--- src/rtl/countdown_sequencer.sv ---
// -----------------------------------------------------------------------------
// countdown_sequencer
//
// Purpose:
//   Down-counting loop/index sequencer. A load captures a non-zero start value
//   N; each count_enable in RUN steps the count down towards 1, where
//   term_flag marks the terminal count. The next enable at 1 either reloads
//   N (auto_reload=1) or parks the block in DONE with count_out=0
//   (auto_reload=0). A load of zero is rejected with a one-cycle load_err.
//
//   Priority each cycle: clear > load > count_enable.
//   All outputs come straight from flops; none depends combinationally on
//   an input.
//
// Optional feature (macro COUNTDOWN_RELOAD_CNT_EN):
//   When defined, adds an 8-bit reload_cnt output counting auto-reload
//   terminal steps. It saturates at 255 and is cleared by rst, clear or a
//   valid load. When undefined, the port and its logic are absent.
//
// Ports:
//   clk          in   system clock, rising edge
//   rst          in   asynchronous active-high reset
//   clear        in   synchronous return to IDLE
//   load         in   single-cycle load strobe
//   load_val     in   [NUM_CNT_BITS] start value captured on load
//   auto_reload  in   sampled on each terminal step: 1 reload, 0 stop
//   count_enable in   decrement strobe, honoured only in RUN
//   count_out    out  [NUM_CNT_BITS] current count
//   term_flag    out  high while count_out==1 in RUN
//   busy         out  high in RUN
//   done         out  high in DONE
//   reload_cnt   out  [8] auto-reload counter (macro builds only)
//   load_err     out  one-cycle pulse on a rejected (zero) load
// -----------------------------------------------------------------------------
module countdown_sequencer #(
  parameter int NUM_CNT_BITS = 8
) (
  input  logic                    clk,
  input  logic                    rst,
  input  logic                    clear,
  input  logic                    load,
  input  logic [NUM_CNT_BITS-1:0] load_val,
  input  logic                    auto_reload,
  input  logic                    count_enable,
  output logic [NUM_CNT_BITS-1:0] count_out,
  output logic                    term_flag,
  output logic                    busy,
  output logic                    done,
`ifdef COUNTDOWN_RELOAD_CNT_EN
  output logic [7:0]              reload_cnt,
`endif
  output logic                    load_err
);

  typedef enum logic [1:0] {
    ST_IDLE = 2'd0,
    ST_RUN  = 2'd1,
    ST_DONE = 2'd2
  } state_t;

  localparam logic [NUM_CNT_BITS-1:0] CNT_ZERO = '0;
  localparam logic [NUM_CNT_BITS-1:0] CNT_ONE  = NUM_CNT_BITS'(1);
  localparam logic [NUM_CNT_BITS-1:0] CNT_TWO  = NUM_CNT_BITS'(2);

  state_t                  state_reg,    state_next;
  logic [NUM_CNT_BITS-1:0] count_reg,    count_next;
  logic [NUM_CNT_BITS-1:0] reload_reg,   reload_next;
  logic                    term_reg,     term_next;
  logic                    busy_reg,     busy_next;
  logic                    done_reg,     done_next;
  logic                    load_err_reg, load_err_next;

  // Terminal-step qualifier shared with the optional reload counter.
  logic                    reload_step;

  // ---------------------------------------------------------------------------
  // State register
  // ---------------------------------------------------------------------------
  always_ff @(posedge clk or posedge rst) begin
    if (rst) begin
      state_reg    <= ST_IDLE;
      count_reg    <= CNT_ZERO;
      reload_reg   <= CNT_ZERO;
      term_reg     <= 1'b0;
      busy_reg     <= 1'b0;
      done_reg     <= 1'b0;
      load_err_reg <= 1'b0;
    end else begin
      state_reg    <= state_next;
      count_reg    <= count_next;
      reload_reg   <= reload_next;
      term_reg     <= term_next;
      busy_reg     <= busy_next;
      done_reg     <= done_next;
      load_err_reg <= load_err_next;
    end
  end

  // ---------------------------------------------------------------------------
  // Next-state / next-output logic
  // ---------------------------------------------------------------------------
  always_comb begin
    state_next    = state_reg;
    count_next    = count_reg;
    reload_next   = reload_reg;
    term_next     = term_reg;
    load_err_next = 1'b0;
    reload_step   = 1'b0;

    if (clear) begin
      state_next = ST_IDLE;
      count_next = CNT_ZERO;
      term_next  = 1'b0;
    end else if (load) begin
      if (load_val != CNT_ZERO) begin
        // Valid load restarts from any state, including mid-run.
        state_next  = ST_RUN;
        count_next  = load_val;
        reload_next = load_val;
        term_next   = (load_val == CNT_ONE);
      end else begin
        // Rejected load still wins priority, so a coincident enable is
        // dropped and everything else holds.
        load_err_next = 1'b1;
      end
    end else if (count_enable) begin
      case (state_reg)
        ST_RUN: begin
          if (count_reg > CNT_TWO) begin
            count_next = count_reg - CNT_ONE;
            term_next  = 1'b0;
          end else if (count_reg == CNT_TWO) begin
            count_next = CNT_ONE;
            term_next  = 1'b1;
          end else if (auto_reload) begin
            // Terminal step with reload: restart from the captured value.
            count_next  = reload_reg;
            term_next   = (reload_reg == CNT_ONE);
            reload_step = 1'b1;
          end else begin
            state_next = ST_DONE;
            count_next = CNT_ZERO;
            term_next  = 1'b0;
          end
        end
        default: begin
          // IDLE and DONE ignore count_enable.
        end
      endcase
    end

    // Status flags are registered copies of the next state.
    busy_next = (state_next == ST_RUN);
    done_next = (state_next == ST_DONE);
  end

  assign count_out = count_reg;
  assign term_flag = term_reg;
  assign busy      = busy_reg;
  assign done      = done_reg;
  assign load_err  = load_err_reg;

`ifdef COUNTDOWN_RELOAD_CNT_EN
  // ---------------------------------------------------------------------------
  // Saturating count of auto-reload terminal steps
  // ---------------------------------------------------------------------------
  logic [7:0] reload_cnt_reg, reload_cnt_next;

  always_comb begin
    reload_cnt_next = reload_cnt_reg;
    if (clear || (load && (load_val != CNT_ZERO))) begin
      reload_cnt_next = 8'd0;
    end else if (reload_step && (reload_cnt_reg != 8'hFF)) begin
      reload_cnt_next = reload_cnt_reg + 8'd1;
    end
  end

  always_ff @(posedge clk or posedge rst) begin
    if (rst) begin
      reload_cnt_reg <= 8'd0;
    end else begin
      reload_cnt_reg <= reload_cnt_next;
    end
  end

  assign reload_cnt = reload_cnt_reg;
`else
  // reload_step only feeds the optional counter.
  logic unused_reload_step;
  assign unused_reload_step = reload_step;
`endif

endmodule

--- config.mk ---
export PLATFORM = sky130hd
export DESIGN_NAME = countdown_sequencer
export DESIGN_NICKNAME = d
export VERILOG_FILES = /design/src/rtl/countdown_sequencer.sv
export SDC_FILE = /design/constraint.sdc
export NUM_CORES = 1
export LEC_CHECK = 0
export ABC_AREA = 1
export ABC_CLOCK_PERIOD_IN_PS = 2200
export BUFFER_PORTS_ARGS = -buffer_cell sky130_fd_sc_hd__buf_2
export CORE_MARGIN = 5
export CORE_UTILIZATION = 59
export CTS_BUF_LIST = sky130_fd_sc_hd__clkbuf_16
export CTS_CLUSTER_SIZE = 30
export DETAILED_ROUTE_END_ITERATION = 10
export GPL_TIMING_DRIVEN = 1
export PLACE_DENSITY = 0.84
export SLEW_MARGIN = 20
export SYNTH_ARGS = -nofsm -noshare
export SYNTH_HDL_FRONTEND = slang
export SYNTH_SLANG_ARGS = --single-unit
--- constraint.sdc ---
create_clock -name clk -period 2.2 [get_ports clk]
set_input_delay 0.22 -clock clk [delete_from_list [all_inputs] [get_ports clk]]
set_output_delay 0.22 -clock clk [all_outputs]
set_load 0.05 [all_outputs]
* After elaboration in Yosys (flattened, before gate mapping)
Cells that the tools add are included.
Operators by class: add/sub/neg operators 1, $mul 0, divide/modulo/power cells 0, $lt $le $gt $ge 1, equal/unequal tests 7, shift-type cells 0, mux-type cells 27, bitwise logic cells 1, reduce and logical (&&, ||, !) cells 5
Operators by type and width (number):
- 8-bit two-way mux | 8
- 8-bit by 1-bit == test with 1-bit output (second input constant) | 2
- 2-bit two-way mux | 8
- 1-bit two-way mux | 11
- 8-bit by 2-bit == test with 1-bit output (second input constant) | 1
- 8-bit by 2-bit > comparator with 1-bit output (second input constant) | 1
- 8-bit nonzero test | 1
- 8-bit by 1-bit subtractor with 8-bit output (second input constant) | 1
- 3-bit AND reduction | 2
- 3-bit nonzero test | 2
- 2-bit by 1-bit == test with 1-bit output (second input constant) | 2
- 3-bit by 2-bit inequality test with 1-bit output (second input constant) | 1
- 2-bit == test (second input constant) | 1
- 1-bit NOT | 1
Word-level totals: flip-flop bits (word level) 22, latch bits 0, bits in writable memories 0, ROM bits 0, bits of input ports 14, memories kept 0

* Logic depth before layout (Yosys ltp)
Gate-level depths: netlist of the first run.
depth after elaboration 8, gate-level depth with buffers 9, mapped depth without buffers 9

* Worst setup path before layout of the first run
No wires, ideal clock.
path kind register -> register, from register count_reg[0], in the netlist count_out[0], to register count_reg[3], in the netlist count_out[3], library setup time 0.121 ns, arrival 1.564 ns, required time 2.079 ns, path slack 0.515 ns, cell stages (with the launch flop) 9, path through dfrtp_1 -> inv_1 -> ha_1 -> nand2_2 -> nor2_1 -> nor2_2 -> nand2_1 -> nand2_1 -> a21oi_1
Between the ends: cells in the longest elaborated chain, start to end 7
Ends and longest elaborated chain:
- start, declared | RTL line 66 | logic [NUM_CNT_BITS-1:0] count_reg, count_next;
- start signal, assigned | RTL line 90 | count_reg <= count_next;
- branches (longest 2 deep; another with 8-bit by 1-bit subtractor with 8-bit output)
- 8-bit two-way mux * | RTL line 129 | if (count_reg > CNT_TWO) begin
- 8-bit two-way mux * | RTL line 127 | case (state_reg)
- 8-bit two-way mux * | RTL line 126 | end else if (count_enable) begin
- 8-bit two-way mux * | RTL line 114 | end else if (load) begin
- 8-bit two-way mux * | RTL line 110 | if (clear) begin
Mark *: on every way between the ends. The select of a mux whose other input is x is not followed. A chain may end at the register's enable or synchronous reset.

* Worst setup path in the final report of the first run
from register count_reg[0], in the netlist count_out[0], to register count_reg[4], in the netlist count_out[4]
The elaborated chain is that of the path after synthesis.

==> results of run 1 <==
-- stage by stage --
stage	instance area (sq um)	util, %	setup slack (ns)	hold slack, ns	cells
2_1_floorplan	1448	-	0.5149	0.2092	221
3_3_place_gp	1608	66.72	0.7373	0.4170	275
3_5_place_dp	1608	66.72	0.7185	0.4214	275
4_1_cts	1713	71.08	0.7031	0.1482	279
5_1_grt	1713	71.08	0.5450	0.1982	279
6_report	1713	71.08	0.7060	0.1128	279
-- synthesized netlist by cell type --
| master | n | area [sq um] |
|---|---|---|
| o21ai_1 | 2 | 10.01 |
| dfrtp_1 | 22 | 550.5 |
| nor3_1 | 1 | 5.000 |
| nand3_1 | 8 | 40.04 |
| xnor2_1 | 1 | 8.760 |
| o21ai_0 | 10 | 50.05 |
| nor2_2 | 4 | 25.02 |
| xor2_1 | 2 | 17.52 |
| ha_1 | 2 | 25.02 |
| nor2_4 | 3 | 33.78 |
| nor2_1 | 52 | 195.2 |
| nand2_2 | 4 | 25.02 |
| nand4_1 | 5 | 31.28 |
| inv_1 | 29 | 108.9 |
| nand2_1 | 56 | 210.2 |
| buf_2 | 2 | 10.01 |
| nand2_4 | 3 | 33.78 |
| a21oi_1 | 9 | 45.04 |
| inv_2 | 6 | 22.52 |
-- where the power goes --
group          leakage (nW)  internal, mW  switching [mW]
sequential            0.279         0.450          0.0540
clock                0.0511         0.362           0.152
combinational         0.718         0.124           0.295
-- kinds of logic after synthesis --
kind of cell / Yosys count
AOI/OAI and AO/OA: 21
xor gates and xnor gates: 3
adders and majority gates: 2
buffers and inverters: 37
DFF: 22
and+or+nand+nor: 136
-- layout by cell type, fill, tap and decap left out, types with 2 or more instances in the layout --
cell type  synthesis  layout
nand2_1           56      56
nor2_1            52      52
inv_1             29      29
buf_2              2      25
dfrtp_1           22      22
o21ai_0           10      10
a21oi_1            9       9
nand3_1            8       8
inv_2              6       6
nand4_1            5       5
nor2_2             4       4
nand2_2            4       4
nor2_4             3       3
nand2_4            3       3
clkbuf_16          0       3
o21ai_1            2       2
xor2_1             2       2
ha_1               2       2
-- metal layers --
| layer | routed length [um] | GRT usage, % |
|---|---|---|
| met1 | 1418 | 27.53 |
| met2 | 1656 | 38.22 |
| met3 | 274 | 3.050 |
| met4 | 48 | 8.861 |
| met5 | 0 | 0 |
-- layout make-up --
| type | count | share of cell area, % |
|---|---|---|
| Clock buffer | 3 | 4.383 |
| Sequential cell | 22 | 32.14 |
| Clock inverter | 1 | 1.753 |
| Multi-Input combinational cell | 162 | 44.12 |
| Timing Repair Buffer | 26 | 7.743 |
| Tap cell | 30 | 2.191 |
| Inverter | 35 | 7.670 |
-- worst paths after layout --
kind	startpoint	endpoint	slack, ns	depth (start not counted)
max in group asynchronous	rst	count_out[5]	1.57	2
min	rst	done	0.11	2
max	count_out[0]	count_out[4]	0.71	8
min reg2reg	reload_reg[0]	reload_reg[0]	0.52	2
max reg2reg	count_out[0]	count_out[4]	0.71	8
min in group clk	load_val[6]	reload_reg[6]	0.20	3
==> qor.yml, run 1 <==
run_status:
  status: "completed"
pwr:
  total_power_mw: 1.436
  ir_drop_uv: 631.5
  power_density_nw_per_um2: 838.3
  p_leak_nw: 1.048
clock_tree:
  clk_path_buf_depth: 2
  htreeDepth: 1
  cts_root_buffer: "clkbuf_16"
  ctsHoldBuffers: 0
  clkTransAtPathRegs_ns: 0.06
  cts.repair.resized: 0
  numCtsBuffers: 3
  clkLatencyLatePin_ns: 0.26
  clock-sinks: 22
  post_cts_buffers: 0
  cts_tree: "built"
die:
  die_y_um: 59.54
  num_rows: 18
  ios: 26
  coreArea_sq_um: 2410
  dieWidth_um: 59.54
  start_util_pct: 60.07
  die_area_sq_um: 3544
yosys:
  synth_area_per_cell_sq_um: 6.550
  synth_cells: 221
  synth_top_family_by_area: "simple AND/OR/NAND/NOR gates"
  synth_fp_nets: 237
  muxShareOfSynthArea_pct: 0
  synth.distinct_cells: 19
  yosys_warnings: 0
  synth_fa_ha_area_share_pct: 1.729
  synthSimpleGateAreaFrac_pct: 41.40
  synth_area_sq_um: 1448
  ys_seq_area_share_pct: 38.03
  ys_seq_elements: 22
  synth_compound_area_share_pct: 7.260
  synth_xor_area_share_pct: 1.815
timing:
  worst_pin_slew_ns: 0.8222
  hold_violations: 0
  period_share_pct: 67.91
  skew_ns: 0.003322
  rsz0062_at_grt: "no"
  slew_headroom_pct: 45.13
  setup_tns_ns: 0
  fmax_mhz: 669.3
  setup_viol: 0
  maxSlewViolCount: 0
  period_needed_ns: 1.494
cells_and_area:
  insertedDiodeCount: 0
  syn_to_final_growth_pct: 18.32
  nNetsFinal: 266
  multi_input_area_sq_um: 755.7
  ff_latch_area_sq_um: 550.5
  n_fill_cell: 208
  drive_gt1_share_pct: 20.08
placement:
  place_congestion: 0.8290
  hpwl_mm: 2.583
  place.port_buffers: 25
route:
  ant_nets: 0
  drc_errors: 0
  viasPerCell: 5.140
  dr.pass1.iters: 5
  drt_iter0_markers: 91
  wire_per_inst_um: 12.18
  routed_wl_mm: 3.398
  dr_total_vias: 1434
job:
  max_cap_violations: 0
critical_path:
  cpLargestDelayFamily: "simple AND/OR/NAND/NOR gates"
  cp_cell_sequence: "inv_1, ha_1, nand2_2, nor2_1, nor2_2, nand2_1, nand2_1, a21oi_1"
  path_class: "flop to flop"
  critPathMaxStageDelay_ns: 0.40
  slowest_stage: "dfrtp_1"
  end_kind: "flop"
  path_buf_inv: 1
  cp.required_ns: 2.34
  arrival_ns: 1.63
  cpMostUsedCell: "nand2_1"
  worstSetupStartpointType: "flop"
  crit_path_max_fanout: 7
global_routing:
  grt_max_degree: 23
  grt_pass1_vias: 1338
  overflow: 0
  antenna_found_initial: 0
  grt_pass1_wl_mm: 5.865
  track_usage_pct: 22.09
worst_hold_path:
  hold_path_class: "primary input to asynchronous set/reset pin"
Note: power is estimated with default switching activity, not from simulation.
==> inputs of run 2 (changes only) <==
- ABC_CLOCK_PERIOD_IN_PS: 2200 -> 1400
- CORE_UTILIZATION: 59 -> 55
- PLACE_DENSITY: 0.84 -> 0.79
- clock period: 2.2 -> 1.4 ns (I/O delays scaled with it)
==> run 2 against run 1 <==
Effect of this change: clock skew down 0.0017 ns; fmax up 11%; cell area up 7.1%; final cell count up 2.5%; non-clock buffer count up 7; sequential cell count unchanged; largest cell class unchanged.
==> qor.yml, run 2 (synthesized netlist as in run 1, its figures left out) <==
route:
  dr.pass1.iters: 4  # -1
  ant_nets: 0  # unchanged
  routed_wl_mm: 3.547  # +4.4%
  wire_per_inst_um: 12.40  # +1.8%
  drc_errors: 0  # unchanged
  drt_iter0_markers: 110  # +21%
  viasPerCell: 5.185  # +0.89%
  dr_total_vias: 1483  # +3.4%
cells_and_area:
  drive_gt1_share_pct: 29.30  # +9.2 points
  syn_to_final_growth_pct: 26.71
  final_common_cell: "nand2_1"
  layout_common_cells: "nand2_1 (54), nor2_1 (47), inv_1 (28)"
  instances_no_fill: 286  # +2.5%
  insertedDiodeCount: 0  # unchanged
  nNetsFinal: 273  # +2.6%
timing:
  slew_headroom_pct: 80.74  # +36 points
  period_needed_ns: 1.346  # -0.1485 ns
  skew_ns: 0.001639  # -0.001682 ns
  worst_slack_ns: 0.05442  # -0.6515 ns
  maxSlewViolCount: 0  # unchanged
  fmax_mhz: 743.2  # +11%
  hold_violations: 0  # unchanged
  period_share_pct: 96.11  # +28 points
  setup_tns_ns: 0  # unchanged
  setup_viol: 0  # unchanged
  worst_pin_slew_ns: 0.2890  # -0.5332 ns
die:
  num_rows: 18  # unchanged
  ios: 26  # unchanged
  die_y_um: 61.31  # +3.0%
  coreArea_sq_um: 2500  # +3.7%
  dieWidth_um: 61.31  # +3.0%
  start_util_pct: 57.91  # -2.2 points
  die_area_sq_um: 3758  # +6.0%
critical_path:
  path_class: "flop to flop"
  worstSetupStartpointType: "flop"
  r2r-start: "count_out[5]"
  crit_path_max_fanout: 9  # +2
  r2r_cells: 8  # unchanged
  r2r_setup_slack_ns: 0.05  # -0.65 ns
  arrival_ns: 1.49  # -0.14 ns
  cp.required_ns: 1.54  # -0.80 ns
  r2r_end: "count_out[2]"
  end_kind: "flop"
placement:
  dp_cells: 277  # +0.73%
  hpwl_mm: 2.514  # -2.7%
  place.port_buffers: 25  # unchanged
  place_congestion: 0.8815  # +6.3%
  place_ws_ns: 0.05847  # -0.6601 ns
global_routing:
  antenna_found_initial: 0  # unchanged
  grt_pass1_vias: 1348  # +0.75%
  grt_pass1_wl_mm: 5.713  # -2.6%
  overflow: 0  # unchanged
  grt_max_degree: 23  # unchanged
  track_usage_pct: 20.10  # -2.0 points
clock_tree:
  clk_path_buf_depth: 2  # unchanged
  clkLatencyLatePin_ns: 0.26  # about the same
  clock-sinks: 22  # unchanged
  htreeDepth: 1  # unchanged
  cts_tree: "built"
  numCtsBuffers: 3  # unchanged
  cts_root_buffer: "clkbuf_16"
  clkTransAtPathRegs_ns: 0.06  # about the same
worst_hold_path:
  worstHoldPathCells: 3
  min_to: "reload_reg[7]"
  hold_path_class: "primary input to flop"
  min_from: "load_val[7]"
run_status:
  status: "completed"
pwr:
  ir_drop_uv: 862.2  # +37%
  power_density_nw_per_um2: 1198  # +43%
  p_leak_nw: 1.081  # +3.1%
  total_power_mw: 2.197  # +53%
job:
  max_cap_violations: 0  # unchanged
## run 2: cell types whose count changed in the layout (fill, tap and decap cells not counted), sizes merged
cell         change
clkinv           +1
buf              +6
bufinv           -1
dlygate4sd3      +1
## run 2: per-layer routing
| metal | up-vias | routed length, um | GRT usage, % |
|---|---|---|---|
| met2 | 43 | 1688 | 33.53 |
| met5 | - | 0 | 0 |
| met3 | 13 | 165 | 3.774 |
| met1 | 684 | 1585 | 26.34 |
| met4 | 0 | 108 | 6.192 |
| li1 | 743 | - | - |
## run 2: critical path, cell delays in order, from the launching register on
cell and delay [ns]:
dfrtp_2 0.43, inv_1 0.10, nand2_1 0.10, nor2_4 0.15, nand2_4 0.11, nor2_1 0.17, nor2_2 0.05, nand2_1 0.07
a21oi_1 0.06
## run 2: layout make-up
| cell class | count | area [sq um] |
|---|---|---|
| clock buffer | 3 | 75.07 |
| sequential | 22 | 560.5 |
| inverter | 35 | 133.9 |
| tap | 30 | 37.54 |
| multi-input combinational | 162 | 835.8 |
| fill | 209 | 665.6 |
| timing repair buffer | 33 | 187.7 |
| clock inverter | 1 | 3.754 |
## run 2: power by group
part / switching, mW / internal, mW / leakage [nW]
Combinational: 0.519 / 0.254 / 0.773
Sequential: 0.0872 / 0.714 / 0.269
Clock: 0.240 / 0.382 / 0.0385
Total: 0.847 / 1.35 / 1.08
## run 2: per-stage QoR
step / util [%] / cell area, sq um / hold slack, ns
floorplan: - / 1470 / 0.1287
global placement: 65.82 / 1645 / 0.1872
detailed placement: 65.82 / 1645 / 0.2006
CTS: 69.37 / 1734 / 0.1250
global route: 73.37 / 1834 / 0.1440
finish: 73.37 / 1834 / 0.1237
## run 2: what timing repair did
action	in CTS	in global routing
buffers inserted	0	4
endpoints found under the setup margin	0	12
hold buffers	1	0
endpoints found under the hold margin	22	0
gates resized for setup	0	18
## run 2: how the worst max path moves through the flow
stage                             from      endpoint  depth (start not counted)
after global placement    count_out[0]  count_out[5]                          8
after detailed placement  count_out[0]  count_out[7]                          8
after CTS                 count_out[0]  count_out[3]                          8
after global routing      count_out[7]          done                          7
final                     count_out[5]  count_out[2]                          8
after floorplan           count_out[1]  count_out[4]                          7
